### src/rtl/game_io_pkg.sv
// rtl/game_io_pkg.sv - shared ISA field layout, default injected words and source indices
package game_io_pkg;

  localparam int OPCODE_MSB = 31;
  localparam int OPCODE_LSB = 27;
  localparam int RD_MSB     = 26;
  localparam int RD_LSB     = 22;
  localparam int RS_MSB     = 21;
  localparam int RS_LSB     = 17;
  localparam int IMM_MSB    = 16;
  localparam int IMM_LSB    = 0;

  localparam logic [4:0] ADDI_OPCODE = 5'b00101;

  // addi r6, r6, 1 and addi r7, r7, 1
  localparam logic [31:0] DEFAULT_JUMP_INSTR  = 32'h298C0001;
  localparam logic [31:0] DEFAULT_FRAME_INSTR = 32'h29CE0001;

  typedef enum logic {
    SRC_JUMP  = 1'b0,
    SRC_FRAME = 1'b1
  } src_e;

endpackage

### src/rtl/key_debouncer.sv
// rtl/key_debouncer.sv - two-flop synchronizer followed by a consecutive-cycle level debouncer
module key_debouncer #(
  parameter int DEBOUNCE_CYCLES = 50000
) (
  input  logic clock,
  input  logic reset,
  input  logic key_raw,
  output logic stable
);

  localparam int CNT_W = (DEBOUNCE_CYCLES > 1) ? $clog2(DEBOUNCE_CYCLES) : 1;
  localparam logic [CNT_W-1:0] CNT_LAST = CNT_W'(DEBOUNCE_CYCLES - 1);

  logic [1:0]       sync;
  logic [CNT_W-1:0] cnt;

  // Any cycle agreeing with the accepted level restarts the count, so bounces never accumulate.
  always_ff @(posedge clock or negedge reset) begin
    if (!reset) begin
      sync   <= '0;
      cnt    <= '0;
      stable <= 1'b0;
    end else begin
      sync <= {sync[0], key_raw};
      if (sync[1] == stable) begin
        cnt <= '0;
      end else if (cnt == CNT_LAST) begin
        stable <= sync[1];
        cnt    <= '0;
      end else begin
        cnt <= cnt + CNT_W'(1);
      end
    end
  end

endmodule

### src/rtl/input_event_sequencer.sv
// rtl/input_event_sequencer.sv - turns jump presses and frame ticks into round-robin injected instructions
module input_event_sequencer
  import game_io_pkg::*;
#(
  parameter int          DEBOUNCE_CYCLES = 50000,
  parameter int          PEND_W          = 3,
  parameter logic [31:0] JUMP_INSTR      = DEFAULT_JUMP_INSTR,
  parameter logic [31:0] FRAME_INSTR     = DEFAULT_FRAME_INSTR
) (
  input  logic        clock,
  input  logic        reset,
  input  logic        jump_key,
  input  logic        frame_tick,
  input  logic        int_ready,
  output logic [31:0] interrupt_instruction,
  output logic        interrupt_valid,
  output logic [1:0]  overflow
);

  localparam logic [PEND_W-1:0] PEND_MAX = '1;

  logic              jump_stable;
  logic              jump_stable_d;
  logic [2:0]        frame_sync;
  logic              jump_event;
  logic              frame_event;
  logic [PEND_W-1:0] jump_pend;
  logic [PEND_W-1:0] frame_pend;
  src_e              last_grant;
  src_e              grant_src;
  logic              grant_valid;
  logic              jump_grant;
  logic              frame_grant;

  key_debouncer #(
    .DEBOUNCE_CYCLES(DEBOUNCE_CYCLES)
  ) u_jump_debouncer (
    .clock  (clock),
    .reset  (reset),
    .key_raw(jump_key),
    .stable (jump_stable)
  );

  always_ff @(posedge clock or negedge reset) begin
    if (!reset) begin
      jump_stable_d <= 1'b0;
      frame_sync    <= '0;
    end else begin
      jump_stable_d <= jump_stable;
      frame_sync    <= {frame_sync[1:0], frame_tick};
    end
  end

  assign jump_event  = jump_stable & ~jump_stable_d;
  assign frame_event = frame_sync[1] & ~frame_sync[2];

  // On a tie the source that lost last time wins, so neither can starve the other.
  always_comb begin
    grant_valid = 1'b0;
    grant_src   = SRC_JUMP;
    if (int_ready) begin
      if (jump_pend != '0 && frame_pend != '0) begin
        grant_valid = 1'b1;
        grant_src   = (last_grant == SRC_JUMP) ? SRC_FRAME : SRC_JUMP;
      end else if (jump_pend != '0) begin
        grant_valid = 1'b1;
        grant_src   = SRC_JUMP;
      end else if (frame_pend != '0) begin
        grant_valid = 1'b1;
        grant_src   = SRC_FRAME;
      end
    end
    jump_grant  = grant_valid && (grant_src == SRC_JUMP);
    frame_grant = grant_valid && (grant_src == SRC_FRAME);
  end

  always_ff @(posedge clock or negedge reset) begin
    if (!reset) begin
      jump_pend  <= '0;
      frame_pend <= '0;
      overflow   <= 2'b00;
    end else begin
      if (jump_event && !jump_grant) begin
        if (jump_pend == PEND_MAX) overflow[0] <= 1'b1;
        else jump_pend <= jump_pend + PEND_W'(1);
      end else if (!jump_event && jump_grant) begin
        jump_pend <= jump_pend - PEND_W'(1);
      end

      if (frame_event && !frame_grant) begin
        if (frame_pend == PEND_MAX) overflow[1] <= 1'b1;
        else frame_pend <= frame_pend + PEND_W'(1);
      end else if (!frame_event && frame_grant) begin
        frame_pend <= frame_pend - PEND_W'(1);
      end
    end
  end

  always_ff @(posedge clock or negedge reset) begin
    if (!reset) begin
      interrupt_instruction <= '0;
      interrupt_valid       <= 1'b0;
      last_grant            <= SRC_JUMP;
    end else if (grant_valid) begin
      interrupt_instruction <= (grant_src == SRC_FRAME) ? FRAME_INSTR : JUMP_INSTR;
      interrupt_valid       <= 1'b1;
      last_grant            <= grant_src;
    end else begin
      interrupt_instruction <= '0;
      interrupt_valid       <= 1'b0;
    end
  end

endmodule

### config.mk
export PLATFORM = sky130hd
export DESIGN_NAME = input_event_sequencer
export DESIGN_NICKNAME = d
export VERILOG_FILES = /design/src/rtl/game_io_pkg.sv /design/src/rtl/key_debouncer.sv /design/src/rtl/input_event_sequencer.sv
export SDC_FILE = /design/constraint.sdc
export NUM_CORES = 1
export LEC_CHECK = 0
export CAP_MARGIN = 20
export CORE_MARGIN = 2
export CORE_UTILIZATION = 52
export CTS_BUF_LIST = sky130_fd_sc_hd__clkbuf_16
export DETAILED_ROUTE_END_ITERATION = 8
export HOLD_SLACK_MARGIN = 0.02
export PLACE_DENSITY = 0.82
export RECOVER_POWER = 50
export SLEW_MARGIN = 20
export SYNTH_ARGS = -nofsm -noshare
export SYNTH_HDL_FRONTEND = slang
export SYNTH_SLANG_ARGS = --single-unit
### constraint.sdc
create_clock -name clock -period 3 [get_ports clock]
set_clock_uncertainty 0.05 [all_clocks]
set_input_delay 0.45 -clock clock [delete_from_list [all_inputs] [get_ports clock]]
set_output_delay 0.45 -clock clock [all_outputs]
set_load 0.03 [all_outputs]
# Word-level counts from Yosys, hierarchy flattened
# Index checks and enable logic that the tools add are counted.
# totals
wordCells	68
in_bits	5
out_inout_bits	35
regBits	65
# classes
addsub	5
eq_ne	6
reduce_logical	20
n_mux	19
n_bitwise	6
# op_table
op	count
$mux 16	2
$mux 32	1
$mux 23	1
$mux 3	6
$add 16x1->16 const B	1
$eq 16x16->1 const B	1
$reduce_and 2->1	5
$mux 1	9
$logic_and 1x1->1	7
$add 3x1->3 const B	2
$eq 3x3->1 const B	2
$reduce_bool 3->1	2
$sub 3x1->3 const B	2
$logic_not 1->1	4
$ne 2x2->1 const B	2
$not 1->1	4
$reduce_bool 2->1	2
$and 1x1->1	2
$eq 1x1->1	1

# Longest topological paths before layout
# Gate-level depths: netlist of the first run.
# logic_depth
ltp_word	11
mapped_depth	9
ltp_nobuf	7

# Modules after synthesis
# Synthesis of the first run repeated with hierarchy kept, for this count alone.
# hier_totals
hier_cells	206
area_unflattened_um2	2029.4
# modules_own_cells
mod	cells_each	area_per_inst_um2	n_inst	seq_area_each_um2
input_event_sequencer	122	1133.6	1	375.4
key_debouncer	84	895.9	1	475.5

# Worst setup path before layout of the first run
# No wires, ideal clock.
# synth_timing
path_kind	register to register
from	reg frame_pend[1]
to	reg jump_pend[1]
arrival_ns	2.161
required_ns	2.821
stages_incl_launch_ff	9
n_path_buf	1
setup_ns	0.129
synth_period_minus_slack_ns	2.340
setup_slack_ns	0.660
path_cell_list	dfrtp_1 > buf_4 > nor3_4 > o21ai_1 > o21ai_0 > fa_1 > nand2_1 > o21ai_2 > a2111o_1
# synth_between
elab_chain_len	11
elab_cells_between_ends	18
cone_classes	eq/ne (1); mux (8); bitwise (1); reduce/logical (8)
# synth_lines
element	line	text
from (decl)	input_event_sequencer.sv:28	logic [PEND_W-1:0] frame_pend;
from (signal assigned)	input_event_sequencer.sv:92	else frame_pend <= frame_pend + PEND_W'(1);
from (signal assigned)	input_event_sequencer.sv:94	frame_pend <= frame_pend - PEND_W'(1);
$reduce_bool 3->1 (*)	input_event_sequencer.sv:62, input_event_sequencer.sv:68	
$mux 1	input_event_sequencer.sv:68	end else if (frame_pend != '0) begin
$mux 1	input_event_sequencer.sv:65	end else if (jump_pend != '0) begin
$mux 1	input_event_sequencer.sv:62	if (jump_pend != '0 && frame_pend != '0) begin
$mux 1	input_event_sequencer.sv:61	if (int_ready) begin
$not 1->1	input_event_sequencer.sv:73	jump_grant = grant_valid && (grant_src == SRC_JUMP);
$logic_and 1x1->1 (*)	input_event_sequencer.sv:73	
$logic_not 1->1	input_event_sequencer.sv:83	if (jump_event && !jump_grant) begin
$logic_and 1x1->1	input_event_sequencer.sv:83	
$ne 2x2->1 (no source line) or $reduce_bool 2->1 (tied branches)	--	
$reduce_and 2->1 (no source line)	--	
to (signal assigned)	input_event_sequencer.sv:85	else jump_pend <= jump_pend + PEND_W'(1);
to (signal assigned)	input_event_sequencer.sv:87	jump_pend <= jump_pend - PEND_W'(1);
to (decl)	input_event_sequencer.sv:27	logic [PEND_W-1:0] jump_pend;
# Mark *: on every way between the ends. The rest lies on a longest branch, timed or not.
# A chain may end at the register's enable or synchronous reset.

# Worst setup path in the final report of the first run
# layout_timing
from	reg frame_pend[1]
to	reg frame_pend[2]
# layout_between
elab_chain_len	10
elab_cells_between_ends	22
cone_classes	add/sub (2); eq/ne (2); mux (10); reduce/logical (8)
# layout_lines
element	line	text
$reduce_bool 3->1	input_event_sequencer.sv:62, input_event_sequencer.sv:68	
$mux 1	input_event_sequencer.sv:68	
$mux 1	input_event_sequencer.sv:65	
$mux 1	input_event_sequencer.sv:62	
$mux 1	input_event_sequencer.sv:61	
$logic_and 1x1->1	input_event_sequencer.sv:74	frame_grant = grant_valid && (grant_src == SRC_FRAME);
$logic_not 1->1	input_event_sequencer.sv:90	if (frame_event && !frame_grant) begin
$logic_and 1x1->1	input_event_sequencer.sv:90	
$ne 2x2->1 (no source line) or $reduce_bool 2->1 (tied branches)	--	
$reduce_and 2->1 (no source line)	--	
# Parallel ways exist; a longest one is shown, timed or not. The select of a mux whose other input is x is not followed.

==> results of run 1 <==
[power by group]
| part | total [mW] | switching [mW] | internal (mW) |
|---|---|---|---|
| Combinational | 0.524 | 0.298 | 0.226 |
| Sequential | 0.679 | 0.154 | 0.525 |
| Clock | 0.572 | 0.184 | 0.388 |
[worst reg2reg max path, stage by stage (launching register included)]
cell      delay (ns)
dfrtp_1         0.50
o31ai_1         0.49
or2_0           0.19
nand2_1         0.10
fa_1            0.42
nor4_1          0.35
nand3b_1        0.15
o21ai_0         0.08
[synthesized netlist by cell type, types with 3 or more instances]
| library cell | number | area share [%] |
|---|---|---|
| dfrtp_1 | 34 | 42 |
| buf_4 | 32 | 12 |
| nor2_1 | 14 | 2.6 |
| nand2_1 | 12 | 2.2 |
| nand3_1 | 10 | 2.5 |
| nand4_1 | 8 | 2.5 |
| xor2_1 | 8 | 3.4 |
| a21oi_1 | 6 | 1.5 |
| o21ai_0 | 6 | 1.5 |
| buf_2 | 5 | 1.2 |
| inv_1 | 5 | 0.92 |
| xnor2_1 | 5 | 2.2 |
| and3_1 | 4 | 1.2 |
| nor3_1 | 4 | 0.98 |
| o211ai_1 | 4 | 1.5 |
| clkbuf_1 | 3 | 0.55 |
| o31ai_1 | 3 | 1.1 |
[per-stage QoR]
step / utilization [%] / worst slack, ns
2_1_floorplan: - / 0.660
3_3_place_gp: 55.8 / 0.549
3_5_place_dp: 55.8 / 0.509
4_1_cts: 60.3 / 0.580
5_1_grt: 60.2 / 0.273
6_report: 60.2 / 0.551
[kinds of logic after synthesis]
logic type,synth area share [%]
DFF,41.8
xor gates and xnor gates,5.60
buffers and inverters,15.5
adders and majority gates,2.58
other,0.184
muxes,1.05
and+or+nand+nor,18.9
AOI/OAI and AO/OA,14.3
[registers in the layout, summed over array words and instances, names as in the netlist]
register	cells
frame_pend	3
u_jump_debouncer.stable	1
overflow	2
u_jump_debouncer.sync	2
jump_stable_d	1
last_grant	1
jump_pend	3
frame_sync	3
interrupt_instruction	2
u_jump_debouncer.cnt	16
[final cells by class]
class	count	area (um2)
Multi-Input combinational cell	150	951
Clock buffer	5	125
Tap cell	48	60.1
Inverter	6	22.5
Clock inverter	3	40.0
Fill cell	313	1480
Sequential cell	34	851
Timing Repair Buffer	20	186
[routing by layer]
| layer | vias up | track usage (%) | part of all wire [%] |
|---|---|---|---|
| li1 | 708 | - | - |
| met1 | 714 | 21.5 | 47 |
| met2 | 42 | 26.6 | 49 |
| met3 | 2 | 5.07 | 4.0 |
| met4 | 0 | 3.83 | 0.36 |
| met5 | - | 0 | 0 |
[how the worst min path moves through the flow]
stage,start,end,cells after the start
6_report,frame_sync[0],frame_sync[1],0
5_1_grt,frame_sync[0],frame_sync[1],0
4_1_cts,u_jump_debouncer.sync[0],u_jump_debouncer.sync[1],0
3_5_place_dp,frame_sync[0],frame_sync[1],0
3_3_place_gp,u_jump_debouncer.sync[0],u_jump_debouncer.sync[1],0
2_1_floorplan,reset,frame_pend[0],0
==> flow_summary.yaml, run 1 <==
cts:
  clkSinkCount: 34
  postCtsHoldBufs: 0
  clockBufferDepth: 2
  cts_htree_levels: 2
  clk_pin_slew_ns: 0.06
  cts_resized: 0
  insertion_delay_ns: 0.27
  cts_setup_buffers: 0
  cts_tree: "built"
  numCtsBuffers: 5
  cts-root-buf: "clkbuf_16"
logic_synthesis:
  syn_avg_cell_area_um2: 9.69
  synthFlopType: "dfrtp_1"
  yosys.cell_types.count: 55
  synth_edf_count: 0
  synthCells: 210
  synth_seq_area_share_pct: 41.8
  ys.warnings.count: 0
  syn_area_um2: 2030
  synth_seq_cells: 34
  synthArstFlopShare_pct: 100
timing:
  finalSetupViolCount: 0
  layout_worst_path_cycle_share_pct: 81.6
  hold_viol: 0
  max_slew_margin_pct: -13.6
  fmax_mhz: 408
  report.final.slew_viol_count: 35
  worstMarginPinSlew_ns: 1.70
  rsz0062_at_grt: "false"
  whs_ns: 0.300
  fin_tns_setup_ns: 0
  fin_crit_ns: 2.45
worst_setup_path:
  end_kind: "register"
  start_kind: "register"
  crit_family: "simple AND/OR/NAND/NOR gates"
  worst_ep_arrival_time_ns: 2.55
  critical_path_class: "register to register"
  cpMaxStageDelayCell: "dfrtp_1"
  rr_startpoint: "frame_pend[1]"
  rrSetupSlack_ns: 0.55
  worstPathRequired_ns: 3.10
  critPathLaunch: "frame_pend[1]"
  crit_buf_inv: 0
  crit_fanout: 9
  cp_slowest_stage_delay_ns: 0.50
  path_depth: 7
  reg2reg_to: "frame_pend[2]"
  crit_chain: "o31ai_1 > or2_0 > nand2_1 > fa_1 > nor4_1 > nand3b_1 > o21ai_0"
  worstRegToRegCells: 7
  critPathCapture: "frame_pend[2]"
floorplan:
  rows: 22
  fp.coreArea_um2: 3720
  die_y_um: 66.6
  ios: 40
  die_area_um2: 4430
  die_w_um: 66.6
  initial_utilization_pct: 54.7
drt:
  firstDrtPassIters: 4
  ant_nets: 0
  drt_wl_total_mm: 3.32
  vias: 1466
  drc: 0
  drt_iter0_drc: 85
  viasPerCell: 5.51
  wl_per_cell_um: 12.5
layout:
  finish.instance_area_um2: 2240
  area_delta_synth_final_pct: 9.90
  drive_gt1_share_pct: 8.26
  fin_cells: 266
  layout.nets: 225
  final_common_cell: "dfrtp_1"
  diodes: 0
  most-common-layout-cells: "dfrtp_1, conb_1, nor2_1"
global_routing:
  grt_pass1_wl_mm: 5.49
  track_usage_pct: 16.4
  overflow: 0
  grt_max_degree: 35
  grt_pass1_vias: 1243
  antenna_found_initial: 0
placement:
  dp_hpwl_mm: 2.23
  placement.io_buffers: 16
  placed_cells: 258
  gp_congestion: 0.832
  place_area_um2: 2070
status:
  violations: "capacitance limit, slew limit"
  status: "finished, violations left"
power:
  power.density_nw_per_um2: 794
  power_mw: 1.77
  ir_worst_vdd_v: 0.000620
  leakagePower_nw: 0.979
hold_path:
  holdCritPathClass: "register to register"
job:
  timing.max_cap.violations: 1
Power figures use the tool's default switching activity.
==> run 2, diff against run 1 <==
--- a/config.mk
+++ b/config.mk
@@ -7,11 +7,11 @@
 export LEC_CHECK = 0
 export CAP_MARGIN = 20
 export CORE_MARGIN = 2
-export CORE_UTILIZATION = 52
+export CORE_UTILIZATION = 47
 export CTS_BUF_LIST = sky130_fd_sc_hd__clkbuf_16
 export DETAILED_ROUTE_END_ITERATION = 8
 export HOLD_SLACK_MARGIN = 0.02
-export PLACE_DENSITY = 0.82
+export PLACE_DENSITY = 0.79
 export RECOVER_POWER = 50
 export SLEW_MARGIN = 20
 export SYNTH_ARGS = -nofsm -noshare
==> constraint.sdc (replaced) <==
create_clock -name clock -period 2.2 [get_ports clock]
set_clock_uncertainty 0.05 [all_clocks]
set_input_delay 0.33 -clock clock [delete_from_list [all_inputs] [get_ports clock]]
set_output_delay 0.33 -clock clock [all_outputs]
set_load 0.03 [all_outputs]
==> run 2 against run 1 <==
The flow now finishes without violations. First-iteration DRC count grew 5.9%. Combinational power grew 95%. Power grew 42%. Final cell count grew 6.0%. Routed wire length grew 11%. Via count grew 3.1%. Critical path depth is the same. Core utilization shrank 2.4 points. Critical path type unchanged. Largest cell class unchanged.
==> flow_summary.yaml, run 2 (synthesized netlist as in run 1, its figures left out) <==
global_routing:
  grt_max_degree: 35
  grt_pass1_wl_mm: 6.28
  overflow: 0
  antenna_found_initial: 0
  track_usage_pct: 16.2
  grt_pass1_vias: 1425
hold_path:
  holdCritPathClass: "register to register"
drt:
  drt_wl_total_mm: 3.68
  wl_per_cell_um: 13.0
  drt_iter0_drc: 90
  vias: 1511
  ant_nets: 0
  drc: 0
  viasPerCell: 5.36
  firstDrtPassIters: 4
worst_setup_path:
  cp_slowest_stage_delay_ns: 0.50
  cpMaxStageDelayCell: "fa_1"
  critical_path_class: "register to register"
  worstPathRequired_ns: 2.31
  worst_ep_arrival_time_ns: 2.23
  crit_chain: "nor3_4 > o21ai_2 > o21ai_2 > fa_1 > nand2_1 > o21ai_2 > a2111o_1"
  cp_common_cell: "o21ai_2"
  crit_fanout: 4
  start_kind: "register"
  crit_buf_inv: 0
  crit_family: "compound AO/OA/AOI/OAI gates"
  end_kind: "register"
status:
  status: "finished clean"
power:
  intPower_mw: 1.58
  p_switching_mw: 0.948
  clockPowerShare_pct: 25.9
  pwr-share-seq_pct: 33.5
  ir_worst_vdd_v: 0.000685
  p_sw_share_pct: 37.6
  power.density_nw_per_um2: 1070
  combPwrFrac_pct: 40.5
  leakagePower_nw: 1.04
floorplan:
  rows: 23
  die_y_um: 69.8
  initial_utilization_pct: 49.8
  die_area_um2: 4870
  fp.coreArea_um2: 4090
  die_w_um: 69.8
  ios: 40
cts:
  postCtsHoldBufs: 0
  clkSinkCount: 34
  cts_htree_levels: 2
  insertion_delay_ns: 0.28
  clk_pin_slew_ns: 0.05
  cts-root-buf: "clkbuf_16"
  cts_tree: "built"
  clockBufferDepth: 2
  numCtsBuffers: 5
timing:
  fin_tns_setup_ns: 0
  max_slew_margin_pct: 44.5
  hold_viol: 0
  fmax_mhz: 471
  rsz0062_at_grt: "false"
  report.final.slew_viol_count: 0
  worstMarginPinSlew_ns: 0.832
  whs_ns: 0.294
  layout_worst_path_cycle_share_pct: 96.4
  finalSetupViolCount: 0
  fin_crit_ns: 2.12
placement:
  placement.io_buffers: 16
  gp_congestion: 0.820
  dp_hpwl_mm: 2.57
layout:
  regMostFlops: "u_jump_debouncer.cnt"
  seq_area_um2: 855
  multi_input_area_um2: 990
  largest_register_ffs: 16
  layout.nets: 239
  area_delta_synth_final_pct: 16.0
  diodes: 0
  drive_gt1_share_pct: 17.2
  most-common-layout-cells: "dfrtp_1, conb_1, buf_4"
  final_common_cell: "dfrtp_1"
  fillCellCount: 357
job:
  timing.max_cap.violations: 0
==> run 2: cell count changes in the layout (fill, tap and decap cells not counted), moves of 2 or more <==
cell | previous run | this run
buf_4 | 3 | 17
dfrtp_1 | 34 | 31
dfrtp_2 | 0 | 3
o21ai_2 | 1 | 3
==> run 2: power by group through the flow <==
| stage | logic, mW | clock network, mW | registers, mW |
|---|---|---|---|
| finish | 1.02 | 0.655 | 0.846 |
| global route | 1.10 | 0.704 | 0.859 |
| CTS | 0.988 | 0.673 | 0.837 |
| detailed placement | 0.987 | 0 | 0.848 |
| global placement | 0.963 | 0 | 0.840 |
| floorplan | 0.745 | 0 | 0.834 |
==> run 2: final cells by class <==
cell class / count / area share (%)
flip-flops and latches: 34 / 36.2
inverters: 6 / 0.954
multi-input cells: 150 / 41.9
repair buffers: 34 / 12.4
clock inverters: 3 / 0.530
clock buffers: 5 / 5.30
well taps: 50 / 2.65
==> run 2: what timing repair did <==
action	in CTS	in global routing
resized for setup	0	7
setup buffers	0	1
setup endpoints to repair	0	2
==> run 2: metrics by stage <==
stage               util, %  area (um2)  power, mW  instances  worst slack, ns
floorplan                 -        2140       1.58        232          -0.0403
finish                 57.7        2360       2.52        282           0.0789
global placement       53.8        2200       1.80        273           -0.110
CTS                    57.2        2340       2.50        281           0.0744
detailed placement     53.8        2200       1.83        273           -0.161
global route           57.7        2360       2.66        282          0.00156
==> run 2: final timing paths <==
kind                                          start                       end  slack, ns  cells after the start
min                        u_jump_debouncer.sync[0]  u_jump_debouncer.sync[1]       0.29                      0
min in group asynchronous                     reset               overflow[1]       0.63                      2
max                                   frame_pend[0]              jump_pend[1]       0.08                      7
max reg2reg                           frame_pend[0]              jump_pend[1]       0.08                      7
max in group asynchronous                     reset             frame_pend[2]       0.90                      2
min reg2reg                u_jump_debouncer.sync[0]  u_jump_debouncer.sync[1]       0.29                      0
==> run 2: routing by layer <==
| metal | GRT usage (%) | wire length (um) |
|---|---|---|
| met5 | 0 | 0 |
| met4 | 5.77 | 47 |
| met3 | 6.10 | 222 |
| met2 | 26.9 | 1780 |
| met1 | 19.1 | 1620 |
